File: src/rtl/alu_shift_pkg.sv
// Shared definitions for the shift/rotate path: mode encodings used by the
// single-bit shifter and the sequencer state encoding.
package alu_shift_pkg;

    localparam logic [1:0] ROR = 2'b00;
    localparam logic [1:0] ROL = 2'b01;
    localparam logic [1:0] SHR = 2'b10;
    localparam logic [1:0] SHL = 2'b11;

    typedef enum logic [1:0] {
        IDLE = 2'b00,
        RUN  = 2'b01,
        DONE = 2'b10
    } state_t;

    // Mode bit 0 selects the direction: 0 = right, 1 = left.
    function automatic logic is_left(input logic [1:0] mode);
        return mode[0];
    endfunction

endpackage

File: src/rtl/shift_step.sv
// Single-bit shift/rotate stage: applies one step of the selected mode and
// reports the bit that leaves the operand on that step.
module shift_step
    import alu_shift_pkg::*;
#(
    parameter int N = 8
) (
    input  logic [N-1:0] x,
    input  logic [1:0]   mode,
    output logic [N-1:0] y,
    output logic         bit_out
);

    logic [N-1:0] right_fill;
    logic [N-1:0] left_fill;

    // Interior bits are the same for rotate and shift; only the end bit differs.
    genvar gi;
    generate
        for (gi = 0; gi < N - 1; gi++) begin : g_right
            assign right_fill[gi] = x[gi+1];
        end
        for (gi = 1; gi < N; gi++) begin : g_left
            assign left_fill[gi] = x[gi-1];
        end
    endgenerate

    always_comb begin
        y = x;
        case (mode)
            ROR: y = {x[0], right_fill[N-2:0]};
            ROL: y = {left_fill[N-1:1], x[N-1]};
            SHR: y = {1'b0, right_fill[N-2:0]};
            SHL: y = {left_fill[N-1:1], 1'b0};
            default: y = x;
        endcase
    end

    assign bit_out = is_left(mode) ? x[N-1] : x[0];

    // Top bits of the fill vectors are never read; tie them off explicitly.
    assign right_fill[N-1] = 1'b0;
    assign left_fill[0]    = 1'b0;

endmodule

File: src/rtl/shift_sequencer.sv
// Multi-cycle shift/rotate engine: accepts an operand, mode and amount, then
// steps the single-bit shifter once per clock and holds the result for the consumer.
module shift_sequencer
    import alu_shift_pkg::*;
#(
    parameter int N     = 8,
    parameter int AMT_W = 3
) (
    input  logic             clk,
    input  logic             rst_n,
    input  logic             in_valid,
    output logic             in_ready,
    input  logic [N-1:0]     in_a,
    input  logic [1:0]       in_mode,
    input  logic [AMT_W-1:0] in_amt,
    output logic             out_valid,
    input  logic             out_ready,
    output logic [N-1:0]     out_result,
    output logic             out_carry,
    output logic             out_zero
);

    state_t           state_reg,  state_next;
    logic [N-1:0]     work_reg,   work_next;
    logic [1:0]       mode_reg,   mode_next;
    logic [AMT_W-1:0] cnt_reg,    cnt_next;
    logic             carry_reg,  carry_next;
    logic             zero_reg,   zero_next;

    logic [N-1:0]     step_y;
    logic             step_bit;

    shift_step #(.N(N)) u_step (
        .x       (work_reg),
        .mode    (mode_reg),
        .y       (step_y),
        .bit_out (step_bit)
    );

    always_ff @(posedge clk) begin
        if (!rst_n) begin
            state_reg <= IDLE;
            work_reg  <= '0;
            mode_reg  <= ROR;
            cnt_reg   <= '0;
            carry_reg <= 1'b0;
            zero_reg  <= 1'b0;
        end else begin
            state_reg <= state_next;
            work_reg  <= work_next;
            mode_reg  <= mode_next;
            cnt_reg   <= cnt_next;
            carry_reg <= carry_next;
            zero_reg  <= zero_next;
        end
    end

    always_comb begin
        state_next = state_reg;
        work_next  = work_reg;
        mode_next  = mode_reg;
        cnt_next   = cnt_reg;
        carry_next = carry_reg;
        zero_next  = zero_reg;

        case (state_reg)
            IDLE: begin
                if (in_valid) begin
                    work_next  = in_a;
                    mode_next  = in_mode;
                    cnt_next   = in_amt;
                    carry_next = 1'b0;
                    // A zero amount finishes immediately, so its flags must be ready now.
                    zero_next  = (in_a == '0);
                    state_next = (in_amt == '0) ? DONE : RUN;
                end
            end
            RUN: begin
                // Flags track every step; the values left after the last step are what the consumer sees.
                work_next  = step_y;
                carry_next = step_bit;
                zero_next  = (step_y == '0);
                cnt_next   = cnt_reg - AMT_W'(1);
                if (cnt_reg == AMT_W'(1)) begin
                    state_next = DONE;
                end
            end
            DONE: begin
                if (out_ready) begin
                    state_next = IDLE;
                end
            end
            default: state_next = IDLE;
        endcase
    end

    assign in_ready   = (state_reg == IDLE);
    assign out_valid  = (state_reg == DONE);
    assign out_result = work_reg;
    assign out_carry  = carry_reg;
    assign out_zero   = zero_reg;

endmodule

File: config.mk
export PLATFORM = sky130hd
export DESIGN_NAME = shift_sequencer
export DESIGN_NICKNAME = d
export VERILOG_FILES = /design/src/rtl/alu_shift_pkg.sv /design/src/rtl/shift_step.sv /design/src/rtl/shift_sequencer.sv
export SDC_FILE = /design/constraint.sdc
export NUM_CORES = 1
export LEC_CHECK = 0
export BUFFER_PORTS_ARGS = -buffer_cell sky130_fd_sc_hd__buf_2
export CAP_MARGIN = 40
export CELL_PAD_IN_SITES_DETAIL_PLACEMENT = 0
export CELL_PAD_IN_SITES_GLOBAL_PLACEMENT = 1
export CORE_AREA = 2 2 57 59
export DETAILED_ROUTE_END_ITERATION = 10
export DIE_AREA = 0 0 59 61
export MAX_ROUTING_LAYER = met4
export PLACE_DENSITY_LB_ADDON = 0.1
export SLEW_MARGIN = 10
export SYNTH_ARGS = -nofsm -noshare
export SYNTH_HDL_FRONTEND = slang
export SYNTH_SLANG_ARGS = --single-unit
File: constraint.sdc
create_clock -name clk -period 2.5 [get_ports clk]
set_input_delay 0.125 -clock clk [delete_from_list [all_inputs] [get_ports clk]]
set_output_delay 0.125 -clock clk [all_outputs]
set_load 0.01 [all_outputs]
# [Word level (Yosys, flattened, before mapping)]
# Cells that the tools add are included.
[totals] register_bits=17 word_cells=40
[classes] mux=15 reduce_logical=9 addsub=1 n_eq_ne=9
[ops] op="8-bit one-hot mux with 4 select lines" n=1
[ops] op="8-bit zero test" n=2
[ops] op="8-bit one-hot mux with 2 select lines" n=1
[ops] op="2-bit two-way mux" n=4
[ops] op="8-bit two-way mux" n=1
[ops] op="2-bit == test, second input constant" n=3
[ops] op="2-bit one-hot mux with 3 select lines" n=1
[ops] op="3-bit one-hot mux with 2 select lines" n=1
[ops] op="2-bit by 1-bit == test with 1-bit output, second input constant" n=2
[ops] op="2-bit zero test" n=2
[ops] op="2-bit inequality test, second input constant" n=2
[ops] op="1-bit one-hot mux with 2 select lines" n=2
[ops] op="2-bit AND reduction" n=2
[ops] op="3-bit by 1-bit == test with 1-bit output, second input constant" n=1
[ops] op="3-bit zero test" n=1
[ops] op="1-bit two-way mux" n=3
[ops] op="3-bit two-way mux" n=1
[ops] op="3-bit AND reduction" n=1
[ops] op="3-bit by 1-bit subtractor with 3-bit output, second input constant" n=1
[ops] op="2-bit by 1-bit inequality test with 1-bit output, second input constant" n=1
[ops] op="2-bit nonzero test" n=1

# [Depth between registers and ports, before layout]
# Gate-level depths: netlist of run 1.
[depth] depth_word=4 ltp_mapped=6

# [Cells and area by module]
# Synthesis of run 1 repeated with hierarchy kept, for this count alone.
[hier_totals] cells_unflattened=117 hier_area_um2=1043.5
[modules_own_cells] module="shift_sequencer" seq_area_each_um2=340.3 area_per_inst_um2=899.6 cells_each=104 instances=1
[modules_own_cells] module="shift_step" seq_area_each_um2=0.0 area_per_inst_um2=143.9 cells_each=13 instances=1

# [Least setup slack after synthesis of run 1]
# No wires, ideal clock.
[synth_path] kind="register to register" from="register state_reg[1]" to="register zero_reg (netlist: out_zero)" setup_ns=0.130 n_path_buf=2 required_time_ns=2.370 t_arrival_ns=1.039 path_stages_with_launch=7 slack_ns=1.331 period_less_slack_ns=1.169 cell_sequence="dfxtp_1 > buf_6 > nor3b_4 > buf_6 > o21ai_1 > o2111ai_1 > o31ai_1"
[synth_via] elab_chain_cells=3 elab_cells_between_ends=6 classes_between="eq/ne (2); mux (1); reduce/logical (3)"
[synth_lines] item="start: declaration" line_no="shift_sequencer.sv:23" rtl="state_t state_reg, state_next;"
[synth_lines] item="start signal: assignment" line_no="shift_sequencer.sv:49" rtl="state_reg <= state_next;"
[synth_lines] item="2-bit by 1-bit == test with 1-bit output / 2-bit zero test (equally long branches)" line_no="shift_sequencer.sv:66" rtl="case (state_reg)"
[synth_lines] item="2-bit nonzero test (no line) / 2-bit inequality test (equally long branches)"
[synth_lines] item="2-bit AND reduction (no line)"
[synth_lines] item="end signal: assignment" line_no="shift_sequencer.sv:54" rtl="zero_reg <= zero_next;"
[synth_lines] item="end: declaration" line_no="shift_sequencer.sv:28" rtl="logic zero_reg, zero_next;"
# Several ways; a longest one is shown, not always the timed one.
# A chain may end at the register's enable or synchronous reset.

# [Worst setup path in the final report of run 1]
[layout_path] from="register state_reg[1]" to="register work_reg[4] (netlist: out_result[4])"
[layout_via] elab_chain_cells=3 elab_cells_between_ends=6 classes_between="eq/ne (2); mux (1); reduce/logical (3)"
[layout_lines] item="2-bit by 1-bit == test with 1-bit output / 2-bit zero test (equally long branches)" line_no="shift_sequencer.sv:66"
[layout_lines] item="2-bit nonzero test (no line) / 2-bit inequality test (equally long branches)"
[layout_lines] item="2-bit AND reduction (no line)"
[layout_lines] item="end signal: assignment" line_no="shift_sequencer.sv:50" rtl="work_reg <= work_next;"
[layout_lines] item="end: declaration" line_no="shift_sequencer.sv:24" rtl="logic [N-1:0] work_reg, work_next;"
# Several ways; a longest one is shown, not always the timed one.

==> qor.csv, run 1 <==
stage,metric,value,unit
status,run_status,completed,
cts,cts_tree,yes,
route,drc_errors,0,
cts,clk_latency,0.30,ns
layout,final_cell_area,1130,sq um
layout,n_antenna_cell,0,
synthesis,syn_inst,116,
setup_path,reg2reg_from,state_reg[1]$_SDFFE_PN0P_,
sta,fin_crit_sh,62.7,%
global_route,grt_pass1_wl,4040,microns
die,die_area,3600,sq um
global_route,grt_max_degree,19,
setup_path,critPathLaunchType,flop,
synthesis,async_flop_share,0,%
placed_design,gp_congestion,0.761,
layout,multi_input_area,569,sq um
placed_design,port_buffers,28,
die,start_util,33.6,%
layout,num-fill-cells,336,
synthesis,ys_seq_area_share,34.3,%
synthesis,yosys.area.top_type,dfxtp_1,
layout,drive_gt1_share,25.5,%
route,ant_nets,0,
placed_design,post-place-ws,0.954,ns
synthesis,synth-edff-count,0,
hold_path,min_to,mode_reg[0]$_SDFFE_PN0P_,
layout,register_area,340,sq um
route,drt-total-wl,2540,microns
die,row_count,20,
synthesis,syn_area_per_cell,8.55,sq um
die,dieHeight,61,microns
synthesis,ys_warn_count,0,
layout,largest_register_ffs,8,
sta,finalHoldViolations,0,
cts,cts-root-buf,clkbuf_4,
sta,finalSetupTns,0,ns
global_route,grt_pass1_vias,818,
setup_path,rr_endpoint,out_result[4]$_SDFFE_PN0P_,
sta,max-slew-margin-rel,58.0,%
setup_path,critPathLaunch,state_reg[1]$_SDFFE_PN0P_,
hold_path,holdCritStartpoint,in_mode[0],
cts,postCtsHoldBufs,0,
hold_path,hold_depth,3,
synthesis,syn-num-nets,135,
cts,cts_setup_buffers,0,
sta,postLayoutSetupSlackWorst,0.931,ns
sta,worst_slew_pin_slew,0.630,ns
power,power_density,599,nW/um^2
layout,fin_util,38.3,%
synthesis,synth.distinct_cells,35,
sta,rsz0062_at_grt,no,
global_route,antenna_found_initial,0,
hold_path,min_path_type,in -> reg,
synthesis,synth_seq_cells,17,
global_route,grt_use_total,15.6,%
cts,clock_path_buffers,2,
setup_path,cp-end-kind,flop,
setup_path,ff2ff_setup_slack,0.93,ns
power,p_leak,0.473,nW
route,routed_via_density,5.34,
setup_path,ff2ff_path_depth,4,
placed_design,dp_hpwl,1850,microns
die,ios,29,
die,core-area,2950,sq um
setup_path,cp.arrival,1.75,ns
route,wl_per_cell,14.6,microns
cts,clock-sinks,17,
layout,area_growth,14.1,%
sta,setup_violations,0,
sta,slew_viol_final,0,
cts,cts_buffers,3,
route,first_iter_violations,31,
cts,cts.htree.levels,1,
route,dr.pass1.iters,4,
layout,nNetsFinal,161,
global_route,overflow,0,
setup_path,slowest_stage,dfxtp_1,
synthesis,synth.area.top_cells,"dfxtp_1 34%, nand2_1 7.2%, buf_6 5.7%",
setup_path,path_cells,nand2b_1 -> nor2_1 -> a221oi_1 -> nor2b_1,
synthesis,synth_area,992,sq um
power,peakVddDrop,0.266,mV
cts,path_clk_slew,0.11,ns
sta,max_freq,0.637,GHz
synthesis,synth-main-ff-cell,dfxtp_1,
setup_path,slowest_delay,0.53,ns
setup_path,required,2.68,ns
run,max-cap-violations,0,
setup_path,worstSetupPathType,reg -> reg,
sta,finalCriticalPeriod,1.57,ns
sta,fin_worst_skew,0.00744,ns
cts,ctsResizeCount,0,
die,dieWidth,59,microns
placed_design,post_dp_cell_area,1110,sq um
synthesis,post-synth-top-area-fraction,34.3,%
route,vias,929,
setup_path,cp_max_fo,13,
[logic make-up after synthesis]
group | after synthesis | synth area share [%]
AO/OA/AOI/OAI | 29 | 22.7
adder cells (fa/ha/maj) | 2 | 2.52
buffers and inverters | 11 | 8.32
flip-flops | 17 | 34.3
multiplexers | 6 | 6.18
AND/OR/NAND/NOR | 51 | 26.0
[how the worst max path moves through the flow]
stage	to	depth (start not counted)
after floorplan	out_zero$_SDFFE_PN0P_	6
after global placement	out_result[5]$_SDFFE_PN0P_	4
after detailed placement	out_result[4]$_SDFFE_PN0P_	4
after CTS	out_result[4]$_SDFFE_PN0P_	4
after global routing	out_result[1]$_SDFFE_PN0P_	4
final	out_result[4]$_SDFFE_PN0P_	4
[critical path, delay by kind of cell (launching register included)]
kind            cells  cell delay [ns]
flops               1             0.53
compound gates      1             0.25
simple gates        3             0.69
[power by group]
| group | leakage, nW | switching, W | internal, W |
|---|---|---|---|
| clock network | 0.0150 | 0.0000917 | 0.0000622 |
| registers | 0.140 | 0.0000413 | 0.000300 |
| logic | 0.318 | 0.0000973 | 0.0000864 |
[final cells by class]
cell class	instances	area share, %
Multi-Input combinational cell	88	50.3
Sequential cell	17	30.1
Timing Repair Buffer	28	12.4
Tap cell	33	3.65
Clock buffer	4	2.32
Inverter	4	1.33
[routing by layer]
| layer | up-vias | global-route usage, % | wire, microns |
|---|---|---|---|
| li1 | 469 | - | - |
| met1 | 431 | 21.6 | 1280 |
| met2 | 27 | 22.2 | 1100 |
| met3 | 2 | 5.12 | 144 |
| met4 | 0 | 2.92 | 15 |
| met5 | - | - | 0 |
[per-stage QoR]
step | hold WS (ns) | power, W | instances
6_report | 0.0726 | 0.000679 | 174
3_3_place_gp | 0.385 | 0.000532 | 170
2_1_floorplan | 0.270 | 0.000478 | 116
5_1_grt | 0.0820 | 0.000725 | 174
3_5_place_dp | 0.399 | 0.000532 | 170
4_1_cts | 0.0690 | 0.000686 | 174
[synthesized netlist by cell type, types with 2 or more instances]
master	count
nand2_1	19
dfxtp_1	17
nor2_1	10
nor2b_1	9
a221oi_1	5
buf_6	5
mux2i_1	5
a21boi_0	4
inv_1	4
a31oi_1	3
a21oi_1	2
a22oi_1	2
and2_1	2
ha_1	2
nand3_1	2
nor3_1	2
o21ai_0	2
o221a_2	2
o22ai_1	2
or4_1	2
[cells in the final DEF, fill, tap and decap left out, types with 2 or more instances in the layout]
cell type,n
buf_2,28
nand2_1,19
dfxtp_1,17
nor2_1,10
nor2b_1,9
mux2i_1,5
a221oi_1,5
inv_1,4
a21boi_0,4
a31oi_1,3
clkbuf_4,3
nand3_1,2
o22ai_1,2
and2_1,2
nor3_1,2
a21oi_1,2
or4_1,2
o21ai_0,2
a22oi_1,2
o221a_2,2
ha_1,2
Note: power is estimated with default switching activity, not from simulation.
==> inputs of run 2 (changes only) <==
--- a/config.mk
+++ b/config.mk
@@ -5,13 +5,14 @@
 export SDC_FILE = /design/constraint.sdc
 export NUM_CORES = 1
 export LEC_CHECK = 0
+export ABC_AREA = 1
 export BUFFER_PORTS_ARGS = -buffer_cell sky130_fd_sc_hd__buf_2
 export CAP_MARGIN = 40
 export CELL_PAD_IN_SITES_DETAIL_PLACEMENT = 0
 export CELL_PAD_IN_SITES_GLOBAL_PLACEMENT = 1
-export CORE_AREA = 2 2 57 59
+export CORE_AREA = 2 2 61 63
 export DETAILED_ROUTE_END_ITERATION = 10
-export DIE_AREA = 0 0 59 61
+export DIE_AREA = 0 0 63 65
 export MAX_ROUTING_LAYER = met4
 export PLACE_DENSITY_LB_ADDON = 0.1
 export SLEW_MARGIN = 10
==> constraint.sdc (replaced) <==
create_clock -name clk -period 1.4 [get_ports clk]
set_input_delay 0.07 -clock clk [delete_from_list [all_inputs] [get_ports clk]]
set_output_delay 0.07 -clock clk [all_outputs]
set_load 0.01 [all_outputs]
==> qor.csv, run 2 <==
stage,metric,value,unit
synthesis,syn-num-nets,182,
power,power_frac_clock,16.5,%
sta,worst_slew_pin_slew,0.292,ns
power,p_leak,0.684,nW
cts,cts_tree,yes,
layout,multi_input_area,552,sq um
global_route,grt_max_degree,17,
synthesis,synth_area,1020,sq um
layout,num-fill-cells,416,
synthesis,post-synth-top-area-fraction,33.4,%
power,peakVddDrop,0.364,mV
power,combPwrFrac,43.9,%
route,drc_errors,0,
sta,slew_viol_final,0,
die,core-area,3500,sq um
global_route,overflow,0,
setup_path,cp_max_fo,11,
power,switching_share,39.6,%
sta,fin_crit_sh,94.4,%
global_route,antenna_found_initial,0,
global_route,grt_pass1_vias,977,
cts,postCtsHoldBufs,0,
die,dieHeight,65,microns
synthesis,synth.most_common_cell,nand2_1,
setup_path,path_buf_inv,3,
setup_path,critPathLaunchType,flop,
cts,cts_buffers,3,
layout,register_area,342,sq um
placed_design,dp_hpwl,2080,microns
setup_path,required,1.58,ns
layout,largest_register_ffs,8,
synthesis,async_flop_share,0,%
cts,clk_latency,0.29,ns
status,run_status,completed,
sta,postLayoutSetupSlackWorst,0.0785,ns
route,ant_nets,0,
power,power_switching,0.000629,W
setup_path,path_cells,inv_2 -> nor2_4 -> nor2_4 -> buf_12 -> buf_4 -> o21ai_1 -> a21oi_1,
die,start_util,29.2,%
cts,clock-sinks,17,
setup_path,slowest_delay,0.41,ns
route,routed_via_density,4.34,
placed_design,gp_congestion,0.813,
route,dr.pass1.iters,4,
synthesis,syn_area_per_cell,6.26,sq um
sta,fin_worst_skew,0.00917,ns
synthesis,synth_seq_cells,17,
die,die_area,4100,sq um
synthesis,yosys.area.top_type,dfxtp_1,
sta,finalHoldViolations,0,
cts,path_clk_slew,0.10,ns
die,row_count,22,
synthesis,ys_warn_count,0,
route,vias,1068,
synthesis,syn_inst,163,
layout,final_cell_mix,"55 x nand2_1, 28 x buf_2, 24 x inv_1",
power,seqPwrFrac,39.6,%
setup_path,cp-end-kind,flop,
route,drt-total-wl,2720,microns
synthesis,synth_commonest_cells,"56 x nand2_1, 24 x inv_1, 17 x dfxtp_1",
placed_design,post-place-ws,0.0640,ns
global_route,grt_pass1_wl,4500,microns
sta,max_freq,0.757,GHz
route,wl_per_cell,11.1,microns
layout,n_antenna_cell,0,
layout,mostFrequentLayoutCell,nand2_1,
cts,cts.htree.levels,1,
die,ios,29,
setup_path,slowest_stage,dfxtp_1,
sta,max-slew-margin-rel,80.6,%
setup_path,path_common_cell,nor2_4,
route,first_iter_violations,33,
power,cell_internal_pwr,0.000959,W
setup_path,cp.arrival,1.50,ns
layout,drive_gt1_share,24.2,%
synthesis,synth-edff-count,0,
synthesis,synth.distinct_cells,20,
sta,finalSetupTns,0,ns
sta,setup_violations,0,
synthesis,synth-main-ff-cell,dfxtp_1,
cts,clock_path_buffers,2,
power,power_density,1230,nW/um^2
power,total_power,0.00159,W
layout,nNetsFinal,218,
global_route,grt_use_total,14.4,%
sta,finalCriticalPeriod,1.32,ns
run,max-cap-violations,0,
die,dieWidth,63,microns
layout,area_growth,26.5,%
setup_path,worstSetupPathType,reg -> reg,
synthesis,ys_seq_area_share,33.4,%
hold_path,min_path_type,in -> reg,
setup_path,cp_top_family,flip-flops,
cts,cts-root-buf,clkbuf_4,
placed_design,port_buffers,28,
synthesis,synth.area.top_cells,"dfxtp_1 33%, nand2_1 21%, inv_1 8.8%",
run 2: cell types whose count changed in the layout (fill, tap and decap cells not counted), sizes merged, moves of 6 or more:
cell    delta
o21ai     +10
nor2       +7
o211ai     +6
a21oi      +9
buf        +7
nor2b      -9
nand2     +38
inv       +24
run 2: stage by stage:
stage / util [%] / std cells / hold slack (ns) / instance area, sq um
5_1_grt: 36.9 / 246 / 0.0577 / 1290
3_5_place_dp: 34.4 / 236 / 0.357 / 1200
2_1_floorplan: - / 163 / 0.208 / 1020
4_1_cts: 35.1 / 240 / 0.0469 / 1230
6_report: 36.9 / 246 / 0.0601 / 1290
3_3_place_gp: 34.4 / 236 / 0.346 / 1200
run 2: worst paths after layout:
path	startpoint	end	slack, ns	cells after the start
worst max register to register	state_reg[0]$_SDFFE_PN0P_	cnt_reg[0]$_SDFFE_PN0P_	0.08	7
worst min-delay path	in_mode[1]	mode_reg[1]$_SDFFE_PN0P_	0.06	3
worst min register to register	out_carry$_SDFFE_PN0P_	out_carry$_SDFFE_PN0P_	0.47	2
worst max-delay path	state_reg[0]$_SDFFE_PN0P_	cnt_reg[0]$_SDFFE_PN0P_	0.08	7
run 2: final cells by class:
cell class                      instances  share of cell area [%]
Multi-Input combinational cell        114                    42.8
Tap cell                               48                    4.66
Sequential cell                        17                    26.5
Inverter                               28                    8.15
Timing Repair Buffer                   35                    15.9
Clock buffer                            4                    2.04
run 2: worst min-delay path, stage by stage:
cell,delay [ns]
buf_2,0.07
o21ai_0,0.07
a21oi_1,0.10
run 2: kinds of logic after synthesis:
| family | count (synthesis) | share of synthesized area (%) |
|---|---|---|
| simple gates | 80 | 34.0 |
| compound gates | 32 | 17.4 |
| buf+inv | 32 | 12.8 |
| flops | 17 | 33.4 |
| fa+ha+maj | 2 | 2.45 |
run 2: routing by layer:
metal / part of all wire (%) / global-route usage (%)
met1: 52 / 20.0
met2: 43 / 21.0
met3: 4.1 / 2.60
met4: 0.70 / 5.00
met5: 0 / -
run 2: power groups by stage:
stage / Clock, W / Sequential, W / Combinational [W]
after detailed placement: 0 / 0.000640 / 0.000624
after global placement: 0 / 0.000637 / 0.000623
after global routing: 0.000300 / 0.000642 / 0.000793
final: 0.000262 / 0.000629 / 0.000696
after floorplan: 0 / 0.000642 / 0.000441
after CTS: 0.000284 / 0.000628 / 0.000627
run 2: timing repair:
item / 4_1_cts / 5_1_grt
setup buffers: 0 / 6
endpoints found under the setup margin: 0 / 10
resized for setup: 0 / 2
